==> config.mk <==
export PLATFORM = sky130hd
export DESIGN_NAME = remote_ctrl
export DESIGN_NICKNAME = d
export VERILOG_FILES = /design/src/rtl/robot_pkg.sv /design/src/rtl/remote_debounce.sv /design/src/rtl/remote_ctrl.sv
export SDC_FILE = /design/constraint.sdc
export NUM_CORES = 1
export LEC_CHECK = 0
export ABC_CLOCK_PERIOD_IN_PS = 2200
export CAP_MARGIN = 20
export CORE_UTILIZATION = 50
export CTS_BUF_LIST = sky130_fd_sc_hd__clkbuf_8 sky130_fd_sc_hd__clkbuf_16
export DETAILED_ROUTE_END_ITERATION = 7
export HOLD_SLACK_MARGIN = 0.12
export PLACE_DENSITY = 0.76
export SYNTH_ARGS = -nofsm -noshare
export SYNTH_HDL_FRONTEND = slang
export SYNTH_SLANG_ARGS = --single-unit
==> constraint.sdc <==
create_clock -name clk_i -period 2.2 [get_ports clk_i]
set_input_delay 0.66 -clock clk_i [delete_from_list [all_inputs] [get_ports clk_i]]
set_output_delay 0.66 -clock clk_i [all_outputs]
set_load 0.01 [all_outputs]
==> src/rtl/robot_pkg.sv <==
// Shared definitions for the robot link: move codes, motor drive levels,
// remote controller state encoding and the button-to-move encoder.
package robot_pkg;

    localparam logic [2:0] MOVE_STOP  = 3'b000;
    localparam logic [2:0] MOVE_FWD   = 3'b111;
    localparam logic [2:0] MOVE_LEFT  = 3'b101;
    localparam logic [2:0] MOVE_RIGHT = 3'b110;
    localparam logic [2:0] MOVE_BACK  = 3'b011;

    localparam logic MOTOR_OFF = 1'b0;
    localparam logic MOTOR_ON  = 1'b1;

    localparam int NUM_BTN   = 5;
    localparam int BTN_PWR   = 0;
    localparam int BTN_FWD   = 1;
    localparam int BTN_BACK  = 2;
    localparam int BTN_LEFT  = 3;
    localparam int BTN_RIGHT = 4;

    typedef enum logic [2:0] {
        ST_OFF,
        ST_WAIT_ON,
        ST_READY,
        ST_BLOCKED,
        ST_WAIT_OFF,
        ST_FAULT
    } rc_state_t;

    // Exactly one direction button selects its code; none or a chord means stop.
    function automatic logic [2:0] encode_move(input logic fwd, input logic back,
                                               input logic left, input logic right);
        logic [2:0] code;
        case ({fwd, back, left, right})
            4'b1000: code = MOVE_FWD;
            4'b0100: code = MOVE_BACK;
            4'b0010: code = MOVE_LEFT;
            4'b0001: code = MOVE_RIGHT;
            default: code = MOVE_STOP;
        endcase
        return code;
    endfunction

endpackage

==> src/rtl/remote_debounce.sv <==
// One button input: 2-FF synchronizer followed by a stability counter that
// only moves the debounced level after DEBOUNCE_CYCLES matching samples.
module remote_debounce
    import robot_pkg::*;
#(
    parameter int DEBOUNCE_CYCLES = 16
) (
    input  logic clk_i,
    input  logic rstn_i,
    input  logic raw_i,
    output logic level_o
);

    localparam int CW = $clog2(DEBOUNCE_CYCLES + 1);

    logic          sync1;
    logic          sync2;
    logic [CW-1:0] cnt;

    always_ff @(posedge clk_i) begin
        if (!rstn_i) begin
            sync1   <= 1'b0;
            sync2   <= 1'b0;
            cnt     <= '0;
            level_o <= 1'b0;
        end else begin
            sync1 <= raw_i;
            sync2 <= sync1;
            // Any sample equal to the current level restarts the run.
            if (sync2 == level_o) begin
                cnt <= '0;
            end else if (cnt == CW'(DEBOUNCE_CYCLES - 1)) begin
                level_o <= sync2;
                cnt     <= '0;
            end else begin
                cnt <= cnt + CW'(1);
            end
        end
    end

endmodule

==> src/rtl/remote_ctrl.sv <==
// Operator-side robot controller: debounced buttons, motor power handshake,
// obstacle blocking of forward motion and pult indicator LEDs.
module remote_ctrl
    import robot_pkg::*;
#(
    parameter int DEBOUNCE_CYCLES = 16,
    parameter int ACK_TIMEOUT     = 64,
    parameter int BLOCK_HOLD      = 32,
    parameter int BLINK_HALF      = 8
) (
    input  logic       clk_i,
    input  logic       rstn_i,
    input  logic       btn_pwr_i,
    input  logic       btn_fwd_i,
    input  logic       btn_back_i,
    input  logic       btn_left_i,
    input  logic       btn_right_i,
    input  logic       motor_status_i,
    input  logic       tracker_status_i,
    output logic       motor_on_o,
    output logic [2:0] move_o,
    output logic       led_pwr_o,
    output logic       led_obstacle_o,
    output logic       led_fault_o
);

    localparam int TW = $clog2(ACK_TIMEOUT + 1);
    localparam int HW = $clog2(BLOCK_HOLD + 1);
    localparam int BW = $clog2(BLINK_HALF + 1);

    logic [NUM_BTN-1:0] btn_raw;
    logic [NUM_BTN-1:0] btn_db;

    assign btn_raw[BTN_PWR]   = btn_pwr_i;
    assign btn_raw[BTN_FWD]   = btn_fwd_i;
    assign btn_raw[BTN_BACK]  = btn_back_i;
    assign btn_raw[BTN_LEFT]  = btn_left_i;
    assign btn_raw[BTN_RIGHT] = btn_right_i;

    for (genvar i = 0; i < NUM_BTN; i++) begin : g_db
        remote_debounce #(.DEBOUNCE_CYCLES(DEBOUNCE_CYCLES)) u_db (
            .clk_i  (clk_i),
            .rstn_i (rstn_i),
            .raw_i  (btn_raw[i]),
            .level_o(btn_db[i])
        );
    end

    rc_state_t     state, state_nxt;
    logic          pwr_q;
    logic          pwr_evt;
    logic [2:0]    cmd;
    logic [TW-1:0] tmo_cnt;
    logic [HW-1:0] hold_cnt;
    logic [BW-1:0] blink_cnt;
    logic          tmo_done;
    logic          hold_done;
    logic          enter_wait;
    logic          enter_blocked;

    assign pwr_evt   = btn_db[BTN_PWR] & ~pwr_q;
    assign cmd       = encode_move(btn_db[BTN_FWD], btn_db[BTN_BACK],
                                   btn_db[BTN_LEFT], btn_db[BTN_RIGHT]);
    assign tmo_done  = (tmo_cnt == TW'(ACK_TIMEOUT - 1));
    assign hold_done = !tracker_status_i && (hold_cnt == HW'(BLOCK_HOLD - 1));

    assign enter_wait    = (state_nxt != state) &&
                           (state_nxt == ST_WAIT_ON || state_nxt == ST_WAIT_OFF);
    assign enter_blocked = (state_nxt == ST_BLOCKED) && (state != ST_BLOCKED);

    always_comb begin
        state_nxt = state;
        case (state)
            ST_OFF:      if (pwr_evt) state_nxt = ST_WAIT_ON;
            ST_WAIT_ON: begin
                if (pwr_evt)             state_nxt = ST_WAIT_OFF;
                else if (motor_status_i) state_nxt = ST_READY;
                else if (tmo_done)       state_nxt = ST_FAULT;
            end
            ST_READY: begin
                if (pwr_evt)               state_nxt = ST_WAIT_OFF;
                else if (!motor_status_i)  state_nxt = ST_FAULT;
                else if (tracker_status_i) state_nxt = ST_BLOCKED;
            end
            ST_BLOCKED: begin
                if (pwr_evt)              state_nxt = ST_WAIT_OFF;
                else if (!motor_status_i) state_nxt = ST_FAULT;
                else if (hold_done)       state_nxt = ST_READY;
            end
            ST_WAIT_OFF: begin
                if (!motor_status_i) state_nxt = ST_OFF;
                else if (tmo_done)   state_nxt = ST_FAULT;
            end
            ST_FAULT:    if (pwr_evt) state_nxt = ST_WAIT_ON;
            default:     state_nxt = ST_OFF;
        endcase
    end

    // Outputs are registered from the next state so they change with the transition.
    always_ff @(posedge clk_i) begin
        if (!rstn_i) begin
            state          <= ST_OFF;
            pwr_q          <= 1'b0;
            tmo_cnt        <= '0;
            hold_cnt       <= '0;
            blink_cnt      <= '0;
            motor_on_o     <= MOTOR_OFF;
            move_o         <= MOVE_STOP;
            led_pwr_o      <= 1'b0;
            led_obstacle_o <= 1'b0;
            led_fault_o    <= 1'b0;
        end else begin
            state <= state_nxt;
            pwr_q <= btn_db[BTN_PWR];

            if (enter_wait)
                tmo_cnt <= '0;
            else if (tmo_cnt != TW'(ACK_TIMEOUT))
                tmo_cnt <= tmo_cnt + TW'(1);

            if (enter_blocked)
                hold_cnt <= '0;
            else if (state == ST_BLOCKED)
                hold_cnt <= tracker_status_i ? '0 : hold_cnt + HW'(1);

            if (enter_blocked) begin
                blink_cnt      <= '0;
                led_obstacle_o <= 1'b1;
            end else if (state_nxt == ST_BLOCKED) begin
                if (blink_cnt == BW'(BLINK_HALF - 1)) begin
                    blink_cnt      <= '0;
                    led_obstacle_o <= ~led_obstacle_o;
                end else begin
                    blink_cnt <= blink_cnt + BW'(1);
                end
            end else begin
                led_obstacle_o <= 1'b0;
            end

            motor_on_o <= (state_nxt == ST_WAIT_ON || state_nxt == ST_READY ||
                           state_nxt == ST_BLOCKED) ? MOTOR_ON : MOTOR_OFF;
            led_pwr_o   <= (state_nxt == ST_READY || state_nxt == ST_BLOCKED);
            led_fault_o <= (state_nxt == ST_FAULT);

            if (state_nxt == ST_READY)
                move_o <= cmd;
            else if (state_nxt == ST_BLOCKED)
                move_o <= (cmd == MOVE_FWD) ? MOVE_STOP : cmd;
            else
                move_o <= MOVE_STOP;
        end
    end

endmodule
==> results.yml <==
outcome:
  status: "finished clean"
die:
  rows: 27
  die_area_mm2: 0.006114
  die_x_um: 78.20
  coreArea_mm2: 0.005540
  io_pins: 16
  die_y_um: 78.20
  start_util: 0.5239
grt:
  grt_use_met3: 0.06163
  grt_antenna_before_repair: 0
  grt_usage: 0.1877
  grt_pass1_vias: 2087
  globalRouteMet1Util: 0.2222
  grt_max_degree: 21
  grt_use_met2: 0.2930
  grt-ovfl-total: 0
  top_usage_layer: "met2"
  grt_pass1_wl_um: 8859
sta:
  period_needed_ns: 2.011
  setup_viol: 0
  worst_slack_ns: 0.1890
  holdWs_ns: 0.4382
  rsz0062_at_grt: "false"
  tightestPinTransition_ns: 0.5107
  timing.final.crit_share: 0.9141
  fmax_mhz: 497.3
  finalHoldViolations: 0
  slew_violations: 0
  maxSlewHeadroom: 0.6591
  fin_skew_ns: 0.007378
detailed_routing:
  drc: 0
  routed_wl_um: 5038
  drt_iter0_drc: 94
  wire_per_inst_um: 12.02
  drtAntennaViolNets: 0
  first_pass_iters: 4
  via_per_inst: 5.227
  vias: 2190
logic_synthesis:
  yosys.area.top_type: "dfxtp_1"
  ys_ff_latch: 68
  avgSynthCellArea_um2: 9.186
  synth_top_area_share: 0.4690
  synth_cell_types: 50
  synth_ff_type: "dfxtp_1"
  ys_seq_area_frac: 0.4690
  synth-edff-count: 0
  syn-num-nets: 339
  synthArstFlopShare: 0
  netlist_area_mm2: 0.002903
  syn-instance-count: 316
  yosys-top-cells-area: "dfxtp_1 47%, nor2_1 7.4%, ha_1 6.0%"
  yosysWarnings: 0
power:
  powerDensity_mw_per_mm2: 734.0
  peakVddDrop_mv: 0.4680
  leakagePower_nw: 1.295
layout:
  nFillCells: 478
  seq_area_mm2: 0.001361
  final_cell_mix: "68 x dfxtp_1, 57 x nor2_1, 19 x inv_1"
  nNetsFinal: 365
  fin_cells: 419
  multi_input_area_mm2: 0.001426
  syn_to_final_growth_pct: 17.50
  antenna_cells: 0
  layout-drive-gt1-share: 0.1009
  layout_commonest_cell: "dfxtp_1"
clock_tree:
  cts_max_level: 3
  ctsHoldBuffers: 0
  postCtsSetupBuffers: 0
  clk_path_buf_depth: 2
  ctsRootBufferMaster: "clkbuf_8"
  post_cts_resized: 0
  cts_tree: "yes"
  cts_made_buffers: 9
  clk_pin_slew_ns: 0.08
  clock_latency_ns: 0.35
  cts.sinks: 68
placed_design:
  hpwl_um: 3517
  placed_cells: 403
  gp_congestion: 0.8057
  portBuffers: 15
  preCtsSetupSlack_ns: -0.1763
critical_path:
  cp_max_fo: 7
  r2r-start: "hold_cnt[0]$_SDFFE_PP0P_"
  critPathLaunch: "motor_status_i"
  crit_path_start_kind: "input port"
  crit_type: "in -> reg"
  worstSetupEndpointType: "register"
  cp.required_ns: 2.43
  cp.arrival_ns: 2.24
min_path:
  hold_class: "reg -> reg"
  min_from: "g_db[4].u_db.sync1$_SDFF_PN0_"
run:
  cap_violations: 0
critical path, cell delays in order:
cell             delay, ns
clkdlybuf4s50_1       0.48
inv_1                 0.08
a311o_1               0.34
o21ba_4               0.23
o311ai_4              0.36
nor2_1                0.09
state kept, by name, summed over array words and instances (netlist names), 3 cells and up:
signal	cells
move_o	3
g_db.u_db.sync1	5
g_db.u_db.cnt	25
g_db.u_db.level_o	5
state	3
tmo_cnt	7
hold_cnt	6
blink_cnt	4
g_db.u_db.sync2	5
worst paths after layout:
check	to	slack, ns	cells past startpoint
worst max register to register	tmo_cnt[5]$_SDFFE_PP0P_	0.22	6
worst max-delay path	tmo_cnt[5]$_SDFFE_PP0P_	0.19	6
worst min-delay path	g_db[4].u_db.sync2$_SDFF_PN0_	0.44	1
worst min register to register	g_db[4].u_db.sync2$_SDFF_PN0_	0.44	1
power by group:
group / internal, mW / leakage (nW) / switching (mW)
Clock: 0.678 / 0.117 / 0.497
Sequential: 1.25 / 0.551 / 0.0114
Combinational: 0.0366 / 0.627 / 0.0345
Total: 1.96 / 1.29 / 0.542
cell families (layout without fill, tap and decap cells):
group | Yosys count | count (layout) | synth area share
fa+ha+maj | 14 | 14 | 0.06035
flops | 68 | 68 | 0.4690
xor+xnor | 24 | 24 | 0.07242
compound gates | 43 | 43 | 0.1194
buf+inv | 30 | 61 | 0.03966
simple gates | 132 | 132 | 0.2220
mux | 5 | 5 | 0.01724
cell usage after synthesis, types with 4 or more instances:
cell type	instances
xnor2_1	15
and3_1	6
clkbuf_1	7
dfxtp_1	68
nor2_1	57
mux2i_1	5
o21ai_0	9
ha_1	14
nor3_1	6
nand2_1	15
inv_1	19
a21oi_1	6
xor2_1	9
or3_1	7
and2_1	13
a31oi_1	4
nand3_1	14
layout make-up:
type	instances	area share
Multi-Input combinational cell	218	0.4182
Tap cell	72	0.02641
Clock inverter	6	0.02788
Inverter	20	0.02201
Timing Repair Buffer	25	0.06603
Sequential cell	68	0.3991
Clock buffer	10	0.04035
routing by layer:
metal	vias up	routed length [um]
li1	1128	-
met1	1012	2445
met2	35	2208
met3	15	220
met4	0	163
met5	-	0
per-stage QoR:
stage | total power [mW] | utilization | instance area (um2) | setup TNS, ns
finish | 2.504 | 0.6156 | 3411 | 0
global route | 2.588 | 0.6156 | 3411 | 0
CTS | 2.536 | 0.6156 | 3411 | 0
detailed placement | 1.357 | 0.5736 | 3178 | -1.829
global placement | 1.355 | 0.5736 | 3178 | -1.454
floorplan | 1.322 | - | 2903 | 0
No activity file was read; power rests on OpenSTA's default activity.
